==> src/rtl/datapath_sequencer.sv <==
// Multi-cycle controller for the 4-register, 8-bit datapath. It runs one register-transfer
// instruction at a time (LDI/MOV/XOR/AND/SHL) behind a start/busy/done handshake.
module datapath_sequencer (
  input  logic       clk,
  input  logic       reset,
  input  logic       start,
  input  logic [2:0] opcode,
  input  logic [1:0] rd,
  input  logic [1:0] rs,
  output logic       busy,
  output logic       done,
  output logic       err,
  output logic [1:0] sr,
  output logic [1:0] Rn,
  output logic       w,
  output logic [1:0] aluop,
  output logic       lt,
  output logic [2:0] tsel,
  output logic [2:0] bsel
);

  typedef enum logic [1:0] {IDLE, LOADT, EXEC, FIN} state_t;

  localparam logic [2:0] OP_LDI = 3'b000;
  localparam logic [2:0] OP_MOV = 3'b001;
  localparam logic [2:0] OP_XOR = 3'b010;
  localparam logic [2:0] OP_AND = 3'b011;
  localparam logic [2:0] OP_SHL = 3'b100;

  localparam logic [1:0] SR_IN  = 2'b00;
  localparam logic [1:0] SR_ALU = 2'b01;
  localparam logic [1:0] SR_TMP = 2'b10;

  localparam logic [2:0] TSEL_R0  = 3'b010;
  localparam logic [2:0] TSEL_BIN = 3'b100;

  state_t     state, state_next;
  logic [2:0] op_q;
  logic [1:0] rd_q, rs_q;
  logic       err_q;
  logic       accept, reject;

  function automatic logic [2:0] b_map(input logic [1:0] r);
    case (r)
      2'b01:   b_map = 3'b001;
      2'b10:   b_map = 3'b010;
      2'b11:   b_map = 3'b100;
      default: b_map = 3'b000;
    endcase
  endfunction

  assign accept = (state == IDLE) && start;
  // Every opcode except LDI reads Rs, and R0 cannot be selected as the B source.
  assign reject = (opcode > OP_SHL) || ((opcode != OP_LDI) && (rs == 2'b00));

  // NOTE: sequential state uses non-blocking assignments so that all registers update together at the edge.
  always_ff @(posedge clk or posedge reset) begin
    if (reset) begin
      state <= IDLE;
      op_q  <= OP_LDI;
      rd_q  <= 2'b00;
      rs_q  <= 2'b00;
      err_q <= 1'b0;
    end else begin
      state <= state_next;
      if (accept) begin
        op_q  <= opcode;
        rd_q  <= rd;
        rs_q  <= rs;
        err_q <= reject;
      end
    end
  end

  always_comb begin
    state_next = state;
    case (state)
      IDLE: begin
        if (start) begin
          if (reject)                state_next = FIN;
          else if (opcode == OP_LDI) state_next = EXEC;
          else                       state_next = LOADT;
        end
      end
      LOADT:   state_next = EXEC;
      EXEC:    state_next = FIN;
      FIN:     state_next = IDLE;
      default: state_next = IDLE;
    endcase
  end

  // NOTE: every combinational output gets a default first, so no path leaves one unassigned and no latch is inferred.
  always_comb begin
    busy  = 1'b0;
    done  = 1'b0;
    sr    = SR_IN;
    Rn    = 2'b00;
    w     = 1'b0;
    aluop = 2'b00;
    lt    = 1'b0;
    tsel  = 3'b000;
    bsel  = 3'b000;
    case (state)
      LOADT: begin
        busy = 1'b1;
        lt   = 1'b1;
        if ((op_q == OP_MOV) || (op_q == OP_SHL)) begin
          tsel = TSEL_BIN;
          bsel = b_map(rs_q);
        end else begin
          tsel = TSEL_R0;
        end
      end
      EXEC: begin
        busy = 1'b1;
        w    = 1'b1;
        Rn   = rd_q;
        case (op_q)
          OP_MOV: sr = SR_TMP;
          OP_XOR: begin
            sr    = SR_ALU;
            aluop = 2'b00;
            bsel  = b_map(rs_q);
          end
          OP_AND: begin
            sr    = SR_ALU;
            aluop = 2'b01;
            bsel  = b_map(rs_q);
          end
          OP_SHL: begin
            sr    = SR_ALU;
            aluop = 2'b10;
          end
          default: sr = SR_IN;
        endcase
      end
      FIN: begin
        busy = 1'b1;
        done = 1'b1;
      end
      default: ;
    endcase
  end

  // Held from the accepting edge until the next accept; only meaningful alongside done.
  assign err = err_q;

endmodule

==> config.mk <==
export PLATFORM = sky130hd
export DESIGN_NAME = datapath_sequencer
export DESIGN_NICKNAME = d
export VERILOG_FILES = /design/src/rtl/datapath_sequencer.sv
export SDC_FILE = /design/constraint.sdc
export NUM_CORES = 1
export LEC_CHECK = 0
export CAP_MARGIN = 5
export CELL_PAD_IN_SITES_DETAIL_PLACEMENT = 0
export CELL_PAD_IN_SITES_GLOBAL_PLACEMENT = 1
export CORE_MARGIN = 5
export CORE_UTILIZATION = 30
export DETAILED_ROUTE_END_ITERATION = 8
export GPL_TIMING_DRIVEN = 0
export PLACE_DENSITY_LB_ADDON = 0.1
export REMOVE_ABC_BUFFERS = 1
export SLEW_MARGIN = 10
export SYNTH_ARGS = -nofsm -noshare
export SYNTH_HDL_FRONTEND = slang
export SYNTH_SLANG_ARGS = --single-unit
==> constraint.sdc <==
create_clock -name clk -period 2.1 [get_ports clk]
set_input_delay 0.42 -clock clk [delete_from_list [all_inputs] [get_ports clk]]
set_output_delay 0.42 -clock clk [all_outputs]
set_load 0.05 [all_outputs]
== Yosys cells after proc, flatten, opt, wreduce, memory -nomap -nowiden ==
Index checks and enable logic that the tools add are counted.

* Word-level logic and storage cells: 47
* Register bits after elaboration: 10
* Output and inout bits: 17
* Input port bits: 10

* $lt $le $gt $ge: 1
* Reduce and logical (&&, ||, !) cells: 11
* Equality and inequality tests: 11
* Muxes and demuxes: 19

{| class="wikitable"
|+ Operator list
! operator !! count
|-
| $mux W2 || 6
|-
| $mux W3 || 4
|-
| $pmux W3 S3 || 1
|-
| $eq A2 B2 Y1 const B || 4
|-
| $pmux W2 S2 || 2
|-
| $pmux W2 S4 || 1
|-
| $eq A3 B2 Y1 const B || 2
|-
| $pmux W3 S2 || 1
|-
| $reduce_or A3 Y1 || 2
|-
| $eq A2 B1 Y1 const B || 2
|-
| $logic_not A2 Y1 || 2
|-
| $mux W1 || 4
|-
| $eq A3 B1 Y1 const B || 1
|-
| $eq A3 B3 Y1 const B || 1
|-
| $gt A3 B3 Y1 const B || 1
|-
| $logic_not A3 Y1 || 1
|-
| $reduce_bool A3 Y1 || 1
|-
| $logic_and A1 B1 Y1 || 2
|-
| $logic_or A1 B1 Y1 || 2
|-
| $ne A2 B2 Y1 const B || 1
|-
| $reduce_or A2 Y1 || 1
|}

== Depth between registers and ports, before layout ==
Gate-level depths: netlist of run 1.

* Depth in word-level cells: 6
* Depth in mapped cells: 5
* Depth with buffers taken out: 5

== Worst setup path before layout of run 1 ==
Ideal clock, no wire load.

* Kind: register to output
* Start: register state[1]
* End: output bsel[0]
* Data arrival time: 2.578 ns
* Cell stages (with the launch flop): 6
* Required time: 1.680 ns
* Path buffers: 0
* Path slack: -0.898 ns
* Path through: dfrtp_1 inv_1 ha_1 nor4bb_1 a221oi_2 nor3_1

* Word-level cells in the longest chain between the ends: 2
* Elaborated cells between the ends (all ways): 3
* Classes of those cells: eq/ne (2); mux (1)

{| class="wikitable"
|+ RTL lines
! what !! RTL line !! RTL
|-
| from (decl) || 37 || <nowiki>state_t state, state_next;</nowiki>
|-
| from (signal assigned) || 65 || <nowiki>state <= state_next;</nowiki>
|-
| $eq A2 B2 Y1 or $eq A2 B1 Y1 (tied branches) || 103 || <nowiki>case (state)</nowiki>
|-
| $pmux W3 S2 (*) || 103 ||
|-
| to (decl) || 19 || <nowiki>output logic [2:0] bsel</nowiki>
|}

Mark *: on every way between the ends. The rest lies on a longest branch, timed or not.

== Final worst setup path of run 1 ==
* Start: register state[0]
* End: output bsel[2]

The elaborated chain is that of the path after synthesis.

==> flow_metrics.py, run 1 <==
metrics = {
    "floorplan": {
        "num_rows": 16,
        "die_w_um": 56.0,
        "io-pin-count": 27,
        "fp.dieH_um": 56.0,
        "core_area_sq_mm": 0.00198,
        "die_area_sq_mm": 0.00313,
        "initial_core_util_pct": 32.0,
    },
    "power": {
        "ir_worst_vdd_v": 0.000739,
        "comb_power_share_pct": 66.4,
        "powerDensity_mw_per_mm2": 1650,
        "fin_total_pwr_w": 0.00173,
        "p_seq_share_pct": 24.1,
        "swShare_pct": 50.3,
        "p_sw_w": 0.000872,
        "pwr-share-clk_pct": 9.5,
        "intPower_w": 0.000862,
        "leakage_nw": 0.468,
    },
    "clock_network": {
        "cts_tree": "yes",
        "clk_pin_slew_worst_paths_ns": 0.07,
        "cts-root-buf": "clkbuf_4",
        "clk_latency_ns": 0.26,
        "htreeDepth": 1,
        "cts_made_buffers": 3,
        "clock-sinks": 10,
        "cts_buffer_depth": 2,
    },
    "sta": {
        "final.period_utilization_pct": 100,
        "rsz0062_at_grt": "yes",
        "min_period_ns": 2.10,
        "drv_slew": 0,
        "finalWorstSetupSlack_ns": -0.00219,
        "setup_tns_ns": -0.00219,
        "max_freq_mhz": 476,
        "final_hold_viol_count": 0,
        "relSlewSlack_pct": 66.4,
        "tightest_slew_ns": 0.503,
        "setup_violations": 1,
        "skew_ns": 0.00686,
    },
    "worst_setup_path": {
        "path_delay_family": "buffers and inverters",
        "critPathLaunchType": "flip-flop",
        "crit_fanout": 5,
        "path_buf_inv": 3,
        "slowest_delay_ns": 0.39,
        "crit_type": "flip-flop to primary output",
        "crit_chain": "buf_6, ha_4, nor4bb_4, a221oi_2, buf_4, nor3b_2, buf_6",
        "cp_slowest_cell": "dfrtp_2",
        "cp-end-kind": "primary output",
        "worst_ep_arrival_time_ns": 1.68,
        "cpMostUsedCell": "buf_6",
        "cp.required_ns": 1.68,
    },
    "yosys": {
        "synth.avg_cell_area_sq_um": 10.2,
        "yosys.area.top_type": "dfrtp_1",
        "synth_area_leaders": "dfrtp_1 39%, mux2_1 12%, ha_1 7.9%",
        "synthCells": 62,
        "synth.ff_latch_count": 10,
        "ys_warn_count": 0,
        "syn_area_sq_um": 634,
        "yosysTopAreaCellShare_pct": 39.4,
        "yosysUniqueCellTypes": 24,
        "seq_area_frac_synth_pct": 39.4,
    },
    "routing": {
        "ant_nets": 0,
        "drt_iter0_drc": 2,
        "drc": 0,
        "vias": 562,
        "first_pass_iters": 3,
        "wl_mm": 1.39,
        "routedWlPerCell_um": 11.3,
        "via_per_inst": 4.57,
    },
    "global_routing": {
        "grt_pass1_wl_mm": 2.55,
        "grt-ovfl-total": 0,
        "grt_max_degree": 11,
        "grt_pass1_vias": 572,
        "antenna_found_initial": 0,
        "grt.total_usage_pct": 9.84,
    },
    "layout": {
        "antenna_cells": 0,
        "n_fill_cell": 193,
        "syn_to_final_growth_pct": 65.5,
        "nets": 111,
        "multi_input_area_sq_um": 425,
        "final_layout_size_suffix_gt1_share_pct": 36.5,
        "final_area_sq_mm": 0.00105,
        "register_area_sq_um": 253,
    },
    "placement": {
        "place_congestion": 0.722,
        "port_buffers": 25,
        "dp_hpwl_mm": 1.09,
        "placed_area_sq_um": 911,
    },
    "hold_path": {
        "hold_path_class": "input pin to async pin",
    },
    "outcome": {
        "violations": "setup timing",
        "outcome": "finished with violations",
    },
    "run": {
        "drv_cap": 0,
    },
}
-- per-stage QoR --
step / setup WS (ns) / utilization [%] / instances / hold slack, ns
3_5_place_dp: -0.532 / 46.0 / 113 / 0.474
4_1_cts: -0.0141 / 53.9 / 123 / 0.438
3_3_place_gp: -0.502 / 46.0 / 113 / 0.465
6_report: -0.00219 / 53.0 / 123 / 0.438
2_1_floorplan: -0.898 / - / 61 / 0.260
5_1_grt: -0.105 / 53.0 / 123 / 0.468
-- Yosys cell counts (all sizes together) --
| cell type | number |
|---|---|
| dfrtp | 10 |
| mux2 | 7 |
| and2 | 4 |
| ha | 4 |
| inv | 4 |
| nand2 | 4 |
| nor3 | 4 |
| a21oi | 3 |
| nor2 | 3 |
| nor2b | 3 |
| nor3b | 2 |
| o21a | 2 |
| o21ai | 2 |
| a211oi | 1 |
| a21o | 1 |
| a221oi | 1 |
| and3 | 1 |
| and3b | 1 |
| buf | 1 |
| conb | 1 |
| nor4bb | 1 |
| o31ai | 1 |
| xnor2 | 1 |
-- power groups by stage --
stage	clock (W)	combinational, W	sequential [W]
global placement	0	0.00102	0.000399
CTS	0.000172	0.00117	0.000419
floorplan	0	0.000723	0.000405
finish	0.000165	0.00115	0.000417
detailed placement	0	0.00103	0.000401
global route	0.000185	0.00124	0.000436
-- flip-flops by register name (all words and copies together) (netlist names) --
| name | flops |
|---|---|
| err | 1 |
| rs_q | 2 |
| op_q | 3 |
| state | 2 |
| rd_q | 2 |
-- layout by cell type (no fill, tap or decap) --
cell	n
dfrtp_1	8
dlygate4sd2_1	4
nor2_1	3
nor3b_2	2
a211oi_1	1
nor4bb_4	1
inv_1	2
clkbuf_4	3
nor3_4	1
buf_6	5
and3b_1	1
nand2_1	3
conb_1	1
nor3_1	2
nor2b_4	1
clkbuf_2	3
mux2_1	7
buf_2	1
a21oi_1	3
nor2b_1	2
ha_1	2
o31ai_1	1
o21a_1	2
a21o_1	1
and3_1	1
o21ai_0	2
and2_1	4
ha_4	2
dfrtp_2	2
nand2_2	1
inv_2	2
clkdlybuf4s15_2	4
clkbuf_8	1
nor3_2	1
a221oi_2	1
xnor2_1	1
buf_4	4
clkdlybuf4s50_1	10
-- path summary, 6_finish.rpt --
kind / start / end / slack, ns / depth (start not counted)
max reg2reg: state[0] / rd_q[1] / 0.71 / 4
min: reset / rd_q[1] / 0.44 / 2
min in group clk: rd_q[0] / rd_q[0] / 0.49 / 1
max in group asynchronous: reset / op_q[2] / 1.35 / 2
max: state[0] / bsel[2] / -0.002 / 7
min reg2reg: rd_q[0] / rd_q[0] / 0.49 / 1
-- repair_timing --
item	in CTS	in global routing
gates resized for setup	62	8
endpoints found under the setup margin	14	6
pin swaps	5	1
hold buffers	0	0
setup buffers	6	0
-- kinds of logic after synthesis --
logic type	count (synthesis)	synth area share, %
AO/OA/AOI/OAI	11	12.2
flip-flops	10	39.4
adder cells (fa/ha/maj)	4	7.89
other	1	0.591
XOR/XNOR	1	1.38
AND/OR/NAND/NOR	23	22.5
buffers and inverters	5	3.55
multiplexers	7	12.4
-- layout make-up --
class                           instances  share of cell area [%]
Tap cell                               27                    3.22
Multi-Input combinational cell         47                    40.5
Sequential cell                        10                    24.1
Clock buffer                            4                    3.46
Inverter                                4                    1.43
Timing Repair Buffer                   31                    27.3
-- layer usage --
metal  track usage [%]  wire length, um  up-vias
li1                  -                -      284
met1              12.9              665      261
met2              15.2              634       15
met3              2.55               78        2
met4              4.07               13        0
met5                 0                0        -
No activity file was read; power rests on OpenSTA's default activity.
==> inputs of run 2 (changes only) <==
CAP_MARGIN = 20   (was 5)
==> results of run 2 <==
No change in the layout: final DEF, timing and power equal those of run 1.
